`config.mk`:
```
export PLATFORM = sky130hd
export DESIGN_NAME = alu_pipe
export DESIGN_NICKNAME = d
export VERILOG_FILES = /design/src/rtl/alu_pipe.sv
export SDC_FILE = /design/constraint.sdc
export NUM_CORES = 1
export LEC_CHECK = 0
export CAP_MARGIN = 20
export CORE_MARGIN = 2
export CORE_UTILIZATION = 44
export DETAILED_ROUTE_END_ITERATION = 8
export PLACE_DENSITY_LB_ADDON = 0.08
export SETUP_SLACK_MARGIN = 0.02
export SLEW_MARGIN = 15
export SYNTH_ARGS = -nofsm -noshare
export SYNTH_HDL_FRONTEND = slang
export SYNTH_SLANG_ARGS = --single-unit
```
`constraint.sdc`:
```
create_clock -name clk -period 2.3 [get_ports clk]
set_input_delay 0.23 -clock clk [delete_from_list [all_inputs] [get_ports clk]]
set_output_delay 0.23 -clock clk [all_outputs]
set_load 0.03 [all_outputs]
```
`src/rtl/alu_pipe.sv`:
```
// Registered ALU with valid/ready handshakes on both sides and a multi-cycle
// shift-add multiplier; result and flags live in a single output slot.
module alu_pipe #(
  parameter int WIDTH = 8
) (
  input  logic             clk,
  input  logic             rst_n,
  input  logic             in_valid,
  output logic             in_ready,
  input  logic [WIDTH-1:0] a,
  input  logic [WIDTH-1:0] b,
  input  logic [3:0]       op,
  output logic             out_valid,
  input  logic             out_ready,
  output logic [WIDTH-1:0] result,
  output logic             zero,
  output logic             carry,
  output logic             negative,
  output logic             overflow,
  output logic             illegal
);

  localparam int SHW = $clog2(WIDTH);
  localparam int MSB = WIDTH - 1;
  localparam logic [SHW-1:0] CNT_LAST = SHW'(WIDTH - 1);

  typedef enum logic [1:0] {
    S_IDLE,
    S_MUL,
    S_DONE
  } state_t;

  typedef enum logic [3:0] {
    OP_ADD  = 4'd0,
    OP_SUB  = 4'd1,
    OP_AND  = 4'd2,
    OP_OR   = 4'd3,
    OP_XOR  = 4'd4,
    OP_SLL  = 4'd5,
    OP_SRL  = 4'd6,
    OP_SRA  = 4'd7,
    OP_SLT  = 4'd8,
    OP_SLTU = 4'd9,
    OP_MUL  = 4'd10
  } op_t;

  state_t r_state;
  state_t w_state_nxt;

  logic             w_slot_free;
  logic             w_in_ready;
  logic             w_accept;
  logic             w_is_mul;
  logic             w_load_alu;
  logic             w_load_mul;
  logic             w_mul_start;
  logic             w_mul_step;

  logic [WIDTH:0]   w_sum;
  logic [WIDTH:0]   w_diff;
  logic [SHW-1:0]   w_shamt;
  logic [WIDTH-1:0] w_alu_res;
  logic             w_alu_c;
  logic             w_alu_v;
  logic             w_alu_ill;

  logic [2*WIDTH-1:0] r_mcand;
  logic [WIDTH-1:0]   r_mplier;
  logic [2*WIDTH-1:0] r_prod;
  logic [SHW-1:0]     r_cnt;

  logic [WIDTH-1:0] r_result;
  logic             r_carry;
  logic             r_ovf;
  logic             r_ill;
  logic             r_out_valid;

  always_ff @(posedge clk or negedge rst_n) begin
    if (!rst_n) begin
      r_state <= S_IDLE;
    end else begin
      r_state <= w_state_nxt;
    end
  end

  always_comb begin
    w_state_nxt = r_state;
    unique case (r_state)
      S_IDLE: if (w_mul_start) w_state_nxt = S_MUL;
      S_MUL:  if (r_cnt == CNT_LAST) w_state_nxt = S_DONE;
      S_DONE: if (w_slot_free) w_state_nxt = S_IDLE;
      default: w_state_nxt = S_IDLE;
    endcase
  end

  // in_ready is gated by rst_n so it reads 0 for the whole reset pulse.
  always_comb begin
    w_slot_free = !r_out_valid || out_ready;
    w_in_ready  = rst_n && (r_state == S_IDLE) && w_slot_free;
    w_accept    = in_valid && w_in_ready;
    w_is_mul    = (op == OP_MUL);
    w_load_alu  = w_accept && !w_is_mul;
    w_mul_start = w_accept && w_is_mul;
    w_mul_step  = (r_state == S_MUL);
    w_load_mul  = (r_state == S_DONE) && w_slot_free;
  end

  always_comb begin
    w_sum     = {1'b0, a} + {1'b0, b};
    w_diff    = {1'b0, a} - {1'b0, b};
    w_shamt   = b[SHW-1:0];
    w_alu_res = '0;
    w_alu_c   = 1'b0;
    w_alu_v   = 1'b0;
    w_alu_ill = 1'b0;
    case (op)
      OP_ADD: begin
        w_alu_res = w_sum[WIDTH-1:0];
        w_alu_c   = w_sum[WIDTH];
        w_alu_v   = (a[MSB] == b[MSB]) && (w_sum[MSB] != a[MSB]);
      end
      OP_SUB: begin
        w_alu_res = w_diff[WIDTH-1:0];
        w_alu_c   = w_diff[WIDTH];
        w_alu_v   = (a[MSB] != b[MSB]) && (w_diff[MSB] != a[MSB]);
      end
      OP_AND:  w_alu_res = a & b;
      OP_OR:   w_alu_res = a | b;
      OP_XOR:  w_alu_res = a ^ b;
      OP_SLL:  w_alu_res = a << w_shamt;
      OP_SRL:  w_alu_res = a >> w_shamt;
      OP_SRA:  w_alu_res = $signed(a) >>> w_shamt;
      OP_SLT:  w_alu_res = {{(WIDTH-1){1'b0}}, ($signed(a) < $signed(b))};
      OP_SLTU: w_alu_res = {{(WIDTH-1){1'b0}}, (a < b)};
      OP_MUL:  w_alu_res = '0;
      default: w_alu_ill = 1'b1;
    endcase
  end

  always_ff @(posedge clk or negedge rst_n) begin
    if (!rst_n) begin
      r_mcand  <= '0;
      r_mplier <= '0;
      r_prod   <= '0;
      r_cnt    <= '0;
    end else if (w_mul_start) begin
      r_mcand  <= {{WIDTH{1'b0}}, a};
      r_mplier <= b;
      r_prod   <= '0;
      r_cnt    <= '0;
    end else if (w_mul_step) begin
      if (r_mplier[0]) r_prod <= r_prod + r_mcand;
      r_mcand  <= r_mcand << 1;
      r_mplier <= r_mplier >> 1;
      r_cnt    <= r_cnt + 1'b1;
    end
  end

  always_ff @(posedge clk or negedge rst_n) begin
    if (!rst_n) begin
      r_result    <= '0;
      r_carry     <= 1'b0;
      r_ovf       <= 1'b0;
      r_ill       <= 1'b0;
      r_out_valid <= 1'b0;
    end else if (w_load_alu) begin
      r_result    <= w_alu_res;
      r_carry     <= w_alu_c;
      r_ovf       <= w_alu_v;
      r_ill       <= w_alu_ill;
      r_out_valid <= 1'b1;
    end else if (w_load_mul) begin
      r_result    <= r_prod[WIDTH-1:0];
      r_carry     <= |r_prod[2*WIDTH-1:WIDTH];
      r_ovf       <= 1'b0;
      r_ill       <= 1'b0;
      r_out_valid <= 1'b1;
    end else if (r_out_valid && out_ready) begin
      r_out_valid <= 1'b0;
    end
  end

  assign in_ready  = w_in_ready;
  assign out_valid = r_out_valid;
  assign result    = r_result;
  assign zero      = (r_result == '0);
  assign negative  = r_result[WIDTH-1];
  assign carry     = r_carry;
  assign overflow  = r_ovf;
  assign illegal   = r_ill;

endmodule

```
==> results.yml, run 1 <==
power_and_ir_drop:
  p_switching_mw: 2.426
  power_mw: 6.091
  seqPwrFrac: 0.298
  clock_power_share: 0.228
  leakagePower_nw: 3.101
  p_per_area_nw_per_um2: 894.6
  ir_drop_uv: 1172
  p_int_mw: 3.665
  netSwitchingFraction: 0.3983
  combPwrFrac: 0.474
synthesis:
  synth_top_area_share: 0.2766
  netlist_area_um2: 5157
  synthTopCellsByCount: "80 x nand2_1, 57 x dfrtp_1, 44 x a21oi_1"
  synth-async-reset-ratio: 1.000
  synth_seq_cells: 57
  syn_nets: 681
  yosysWarnings: 0
  syn-instance-count: 612
  synth_ff_type: "dfrtp_1"
  synthTopCellsByArea: "dfrtp_1 28%, ha_1 10%, nand2_1 5.8%"
  synth_largest_area_cell: "dfrtp_1"
  yosysMostFrequentCell: "nand2_1"
  synth-edff-count: 0
  avgSynthCellArea_um2: 8.427
  seq_area_frac_synth: 0.2766
  ys_types: 75
run_status:
  status: "complete, no violations"
worst_setup_path:
  reg2reg_from: "r_mcand[0]"
  r2r-end: "r_prod[8]"
  cp-start-kind: "input port"
  cp.required_ns: 2.50
  cp.arrival_ns: 2.40
  cp-end-kind: "flop"
  crit_type: "input port to flop"
  r2r_setup_slack_ns: 0.14
  path_max_fanout: 9
  worstRegToRegCells: 9
global_route:
  grtUsageTotal: 0.2783
  grt_pass1_vias: 5074
  grt_overflow: 0
  grt_pass1_wl_um: 27570
  grt_max_degree: 48
  antenna_found_initial: 0
sta:
  tns_ns: 0
  fin_crit_sh: 0.9556
  setup_violations: 0
  fin_skew_ns: 0.004986
  tightest_slew_ns: 0.8497
  fin_crit_ns: 2.198
  rsz0062_at_grt: "yes"
  relSlewSlack: 0.4315
  fmax_mhz: 455.0
  slew_violations: 0
  hold_violations: 0
route:
  ant_nets: 0
  vias: 5297
  routedWlPerCell_um: 19.40
  drcViolationCount: 0
  drt-total-wl_um: 17190
  viasPerCell: 5.979
  drt-initial-drc-count: 556
  drt_first_pass_iters: 5
cells_and_area:
  drive_gt1_frac: 0.2301
  final_util: 0.5963
  fin_nets: 807
  fill_cells: 1059
  antenna_cells: 0
  syn2layout_area_growth_pct: 32.02
floorplanning:
  die_w_um: 112.3
  design.die.area_um2: 12600
  start_util: 0.4517
  rows: 39
  die_y_um: 112.3
  ios: 39
  core_area_um2: 11420
placed_design:
  numPortBuffers: 38
  place_hpwl_um: 13460
  place_congestion: 0.9245
clocking:
  cts.sinks: 57
  clk_latency_ns: 0.32
  cts_buffers: 9
  clk_path_buf_depth: 2
  cts_tree: "done"
  clock-root-buffer: "clkbuf_16"
  htreeDepth: 3
  clkTransAtPathRegs_ns: 0.05
  postCtsSetupBuffers: 0
run:
  cap_viol_max_count: 0
hold_path:
  hp-class: "input port to asynchronous set/reset pin"
## logic make-up (layout without fill, tap and decap cells)
group,after synthesis,in the layout,synth area share
buffers and inverters,66,197,0.05555
xor gates and xnor gates,13,13,0.02208
DFF,57,57,0.2766
muxes,28,28,0.07933
AOI/OAI and AO/OA,183,183,0.2380
adders and majority gates,45,45,0.1135
and+or+nand+nor,220,220,0.2149
## sequential cells by signal, indices dropped and copies added (netlist names)
register   flops
r_prod        16
result         8
r_mcand       16
out_valid      1
overflow       1
r_cnt          3
illegal        1
r_mplier       8
carry          1
r_state        2
## worst max-delay path, stage by stage
cell             delay (ns)
clkdlybuf4s50_1        0.48
buf_4                  0.18
ha_2                   0.24
inv_1                  0.06
a221o_1                0.40
a21oi_2                0.22
buf_4                  0.16
xnor2_1                0.11
nor3_1                 0.07
a221o_1                0.26
## stage by stage
step | setup WS [ns] | hold slack [ns] | instance area (um2) | cells
6_report | 0.1021 | 0.4637 | 6809 | 886
3_3_place_gp | -0.3974 | 0.2530 | 6379 | 869
3_5_place_dp | -0.4221 | 0.2590 | 6379 | 869
5_1_grt | 0.005626 | 0.4894 | 6809 | 886
2_1_floorplan | 0.04983 | -0.06559 | 5157 | 612
4_1_cts | 0.02678 | 0.4646 | 6721 | 886
## power groups by stage
| stage | clock, mW | sequential, mW | combinational [mW] |
|---|---|---|---|
| after global routing | 1.48 | 1.87 | 3.19 |
| after detailed placement | 0 | 1.81 | 2.79 |
| final | 1.39 | 1.82 | 2.89 |
| after global placement | 0 | 1.80 | 2.73 |
| after CTS | 1.41 | 1.81 | 2.82 |
| after floorplan | 0 | 1.83 | 1.77 |
## layer usage
layer | up-vias | part of all wire | wire (um) | global-route usage
li1 | 2522 | - | - | -
met1 | 2539 | 0.48 | 8303 | 0.4272
met2 | 224 | 0.43 | 7413 | 0.4120
met3 | 12 | 0.076 | 1308 | 0.05292
met4 | 0 | 0.0095 | 163 | 0.05122
met5 | - | 0 | 0 | 0
## cell type report
class	instances	area, um2	area share
clock buffers	10	229.0	0.03363
clock inverters	6	82.58	0.01213
inverters	30	112.6	0.01654
multi-input cells	489	3546	0.5208
flip-flops and latches	57	1426	0.2095
well taps	143	178.9	0.02628
repair buffers	151	1234	0.1812
## worst max path at each step
stage	from	end	slack (ns)	depth (start not counted)
after floorplan	b[1]	result[0]	0.05	9
after global placement	b[0]	result[2]	-0.40	11
after detailed placement	b[0]	result[2]	-0.42	11
after CTS	result[1]	zero	0.03	3
after global routing	a[3]	result[0]	0.006	9
final	a[2]	overflow	0.10	10
## timing repair
action / in CTS / in global routing
pin swaps: 4 / 5
endpoints found under the hold margin: 10 / 0
resized for setup: 10 / 20
hold buffers: 1 / 0
endpoints found under the setup margin: 6 / 15
## cell usage in the layout, fill, tap and decap left out, drive strengths merged, types with 7 or more instances in the layout
cell,instances
o22ai,10
mux2i,15
inv,29
nor2,40
a21o,7
nor2b,9
a221o,11
o211ai,10
ha,42
nand2,80
dfrtp,57
clkbuf,10
nand3,14
nand2b,11
xnor2,9
clkdlybuf4s50,31
mux4,10
and2,7
buf,113
o21a,7
a211oi,7
o21ai,40
a21oi,45
nor3,22
Note: power is estimated with default switching activity, not from simulation.
==> run 2, diff against run 1 <==
--- a/config.mk
+++ b/config.mk
@@ -8,8 +8,11 @@
 export CAP_MARGIN = 20
 export CORE_MARGIN = 2
 export CORE_UTILIZATION = 44
+export CTS_BUF_LIST = sky130_fd_sc_hd__clkbuf_4 sky130_fd_sc_hd__clkbuf_8
 export DETAILED_ROUTE_END_ITERATION = 8
+export GPL_ROUTABILITY_DRIVEN = 0
 export PLACE_DENSITY_LB_ADDON = 0.08
+export RECOVER_POWER = 25
 export SETUP_SLACK_MARGIN = 0.02
 export SLEW_MARGIN = 15
 export SYNTH_ARGS = -nofsm -noshare
==> run 2 against run 1 <==
  * Cell count down 1.5%
  * Clock power decreased by 38%
  * Sequential share of layout area increased by 0.52 points
  * First-iteration DRC count shrank 22%
  * Combinational power barely moved
  * Critical path depth unchanged
  * Cell area shrank 2.4%
  * Core utilization fell by 1.4 points
  * Fmax barely moved
  * Wire length decreased by 3.9%
  * Hold slack worse by 0.034 ns
  * Global-route usage decreased by 1.4 points
==> results.yml, run 2 (synthesized netlist as in run 1, its figures left out) <==
run_status:
  status: "complete, no violations"
global_route:
  grt_overflow: 0
  antenna_found_initial: 0
  grt_pass1_vias: 4975
  grt_max_degree: 51
  grtUsageTotal: 0.2641
  grt_pass1_wl_um: 26570
worst_setup_path:
  path_max_fanout: 5
  max_stage_delay_ns: 0.49
  crit_type: "input port to flop"
  reg2reg_from: "r_mcand[0]"
  crit_path_top_delay_cell: "clkdlybuf4s50_1"
  worstRegToRegCells: 9
  r2r-end: "r_prod[8]"
  cp.required_ns: 2.53
  r2r_setup_slack_ns: 0.13
  cp_common_cell: "buf_4"
  cp.arrival_ns: 2.42
  cp-end-kind: "flop"
  path_cells: "clkdlybuf4s50_1, inv_1, buf_4, ha_1, buf_4, o211ai_1, o21ai_0, a211oi_1, nand4_1, a22o_1"
  cp-start-kind: "input port"
floorplanning:
  die_y_um: 112.3
  rows: 39
  die_w_um: 112.3
  ios: 39
  design.die.area_um2: 12600
  core_area_um2: 11420
  start_util: 0.4517
sta:
  fin_crit_sh: 0.9556
  tns_ns: 0
  setup_violations: 0
  fin_crit_ns: 2.198
  fmax_mhz: 455.0
  tightest_slew_ns: 1.247
  rsz0062_at_grt: "yes"
  fin_skew_ns: 0.005244
  setup_slack_ns: 0.1022
  hold_violations: 0
  slew_violations: 0
  relSlewSlack: 0.1685
  holdWs_ns: 0.4292
power_and_ir_drop:
  power_mw: 5.549
  p_int_mw: 3.190
  combPwrFrac: 0.519
  ir_drop_uv: 625.1
  leakagePower_nw: 3.003
  clock_power_share: 0.155
  seqPwrFrac: 0.326
  netSwitchingFraction: 0.4251
  p_switching_mw: 2.359
  p_per_area_nw_per_um2: 835.3
route:
  drt-total-wl_um: 16520
  ant_nets: 0
  drcViolationCount: 0
  viasPerCell: 6.015
  drt_first_pass_iters: 5
  routedWlPerCell_um: 18.93
  drt-initial-drc-count: 433
  vias: 5251
cells_and_area:
  final_common_cell: "buf_4"
  final_util: 0.5819
  syn2layout_area_growth_pct: 28.82
  drive_gt1_frac: 0.2164
  final_cells: 873
  top_regs: "r_mcand: 16 flops, r_prod: 16 flops"
  fin_area_um2: 6644
  fin_nets: 794
  final_cell_mix: "94 x buf_4, 80 x nand2_1, 57 x dfrtp_1"
  fill_cells: 1038
  antenna_cells: 0
clocking:
  htreeDepth: 3
  clk_path_buf_depth: 2
  clk_latency_ns: 0.34
  clock-root-buffer: "clkbuf_8"
  cts.sinks: 57
  postCtsSetupBuffers: 0
  clkTransAtPathRegs_ns: 0.06
  cts_buffers: 9
  cts_tree: "done"
placed_design:
  numPortBuffers: 38
  place_ws_ns: -0.4113
  dp_cells: 856
  place_hpwl_um: 12710
  placed_area_um2: 6319
hold_path:
  hp-class: "input port to flop"
  min_to: "r_mcand[0]"
  hp-start: "a[0]"
  whs_path_depth: 4
run:
  cap_viol_max_count: 0
==> run 2: how the worst max path moves through the flow <==
stage / from / endpoint / slack [ns] / cells after the start
3_3_place_gp: a[0] / carry / -0.38 / 10
6_report: b[4] / result[5] / 0.10 / 10
4_1_cts: b[0] / result[3] / 0.02 / 8
2_1_floorplan: b[1] / result[0] / 0.05 / 9
5_1_grt: a[3] / result[0] / 0.004 / 9
3_5_place_dp: a[0] / result[1] / -0.41 / 10
==> run 2: power groups by stage <==
| stage | clock (mW) | combinational (mW) | sequential [mW] |
|---|---|---|---|
| after floorplan | 0 | 1.77 | 1.83 |
| after global placement | 0 | 2.73 | 1.80 |
| after detailed placement | 0 | 2.79 | 1.81 |
| after CTS | 0.882 | 2.81 | 1.80 |
| after global routing | 0.932 | 3.18 | 1.86 |
| final | 0.860 | 2.88 | 1.81 |
==> run 2: worst max-delay path, delay by kind of cell <==
family | cells | cell delay, ns
fa+ha+maj | 1 | 0.25
simple gates | 1 | 0.17
buf+inv | 4 | 0.95
compound gates | 4 | 0.83
==> run 2: timing repair <==
item | in CTS | in global routing
gates resized for setup | 7 | 24
hold buffers | 1 | 0
pin swaps | 4 | 6
setup endpoints to repair | 4 | 13
endpoints found under the hold margin | 7 | 0
==> run 2: area by class of cell <==
class	instances	area, um2	area share
Sequential cell	57	1426	0.2147
Tap cell	143	178.9	0.02693
Clock inverter	3	15.01	0.002260
Timing Repair Buffer	138	1177	0.1772
Clock buffer	13	166.4	0.02505
Inverter	30	112.6	0.01695
Multi-Input combinational cell	489	3567	0.5369
==> run 2: metal layers <==
metal  global-route usage  vias up  wire [um]
met2               0.3751      220       6934
met1               0.4132     2522       8011
met5                    0        -          0
met4              0.06504        0        300
li1                     -     2489          -
met3              0.04860       20       1277
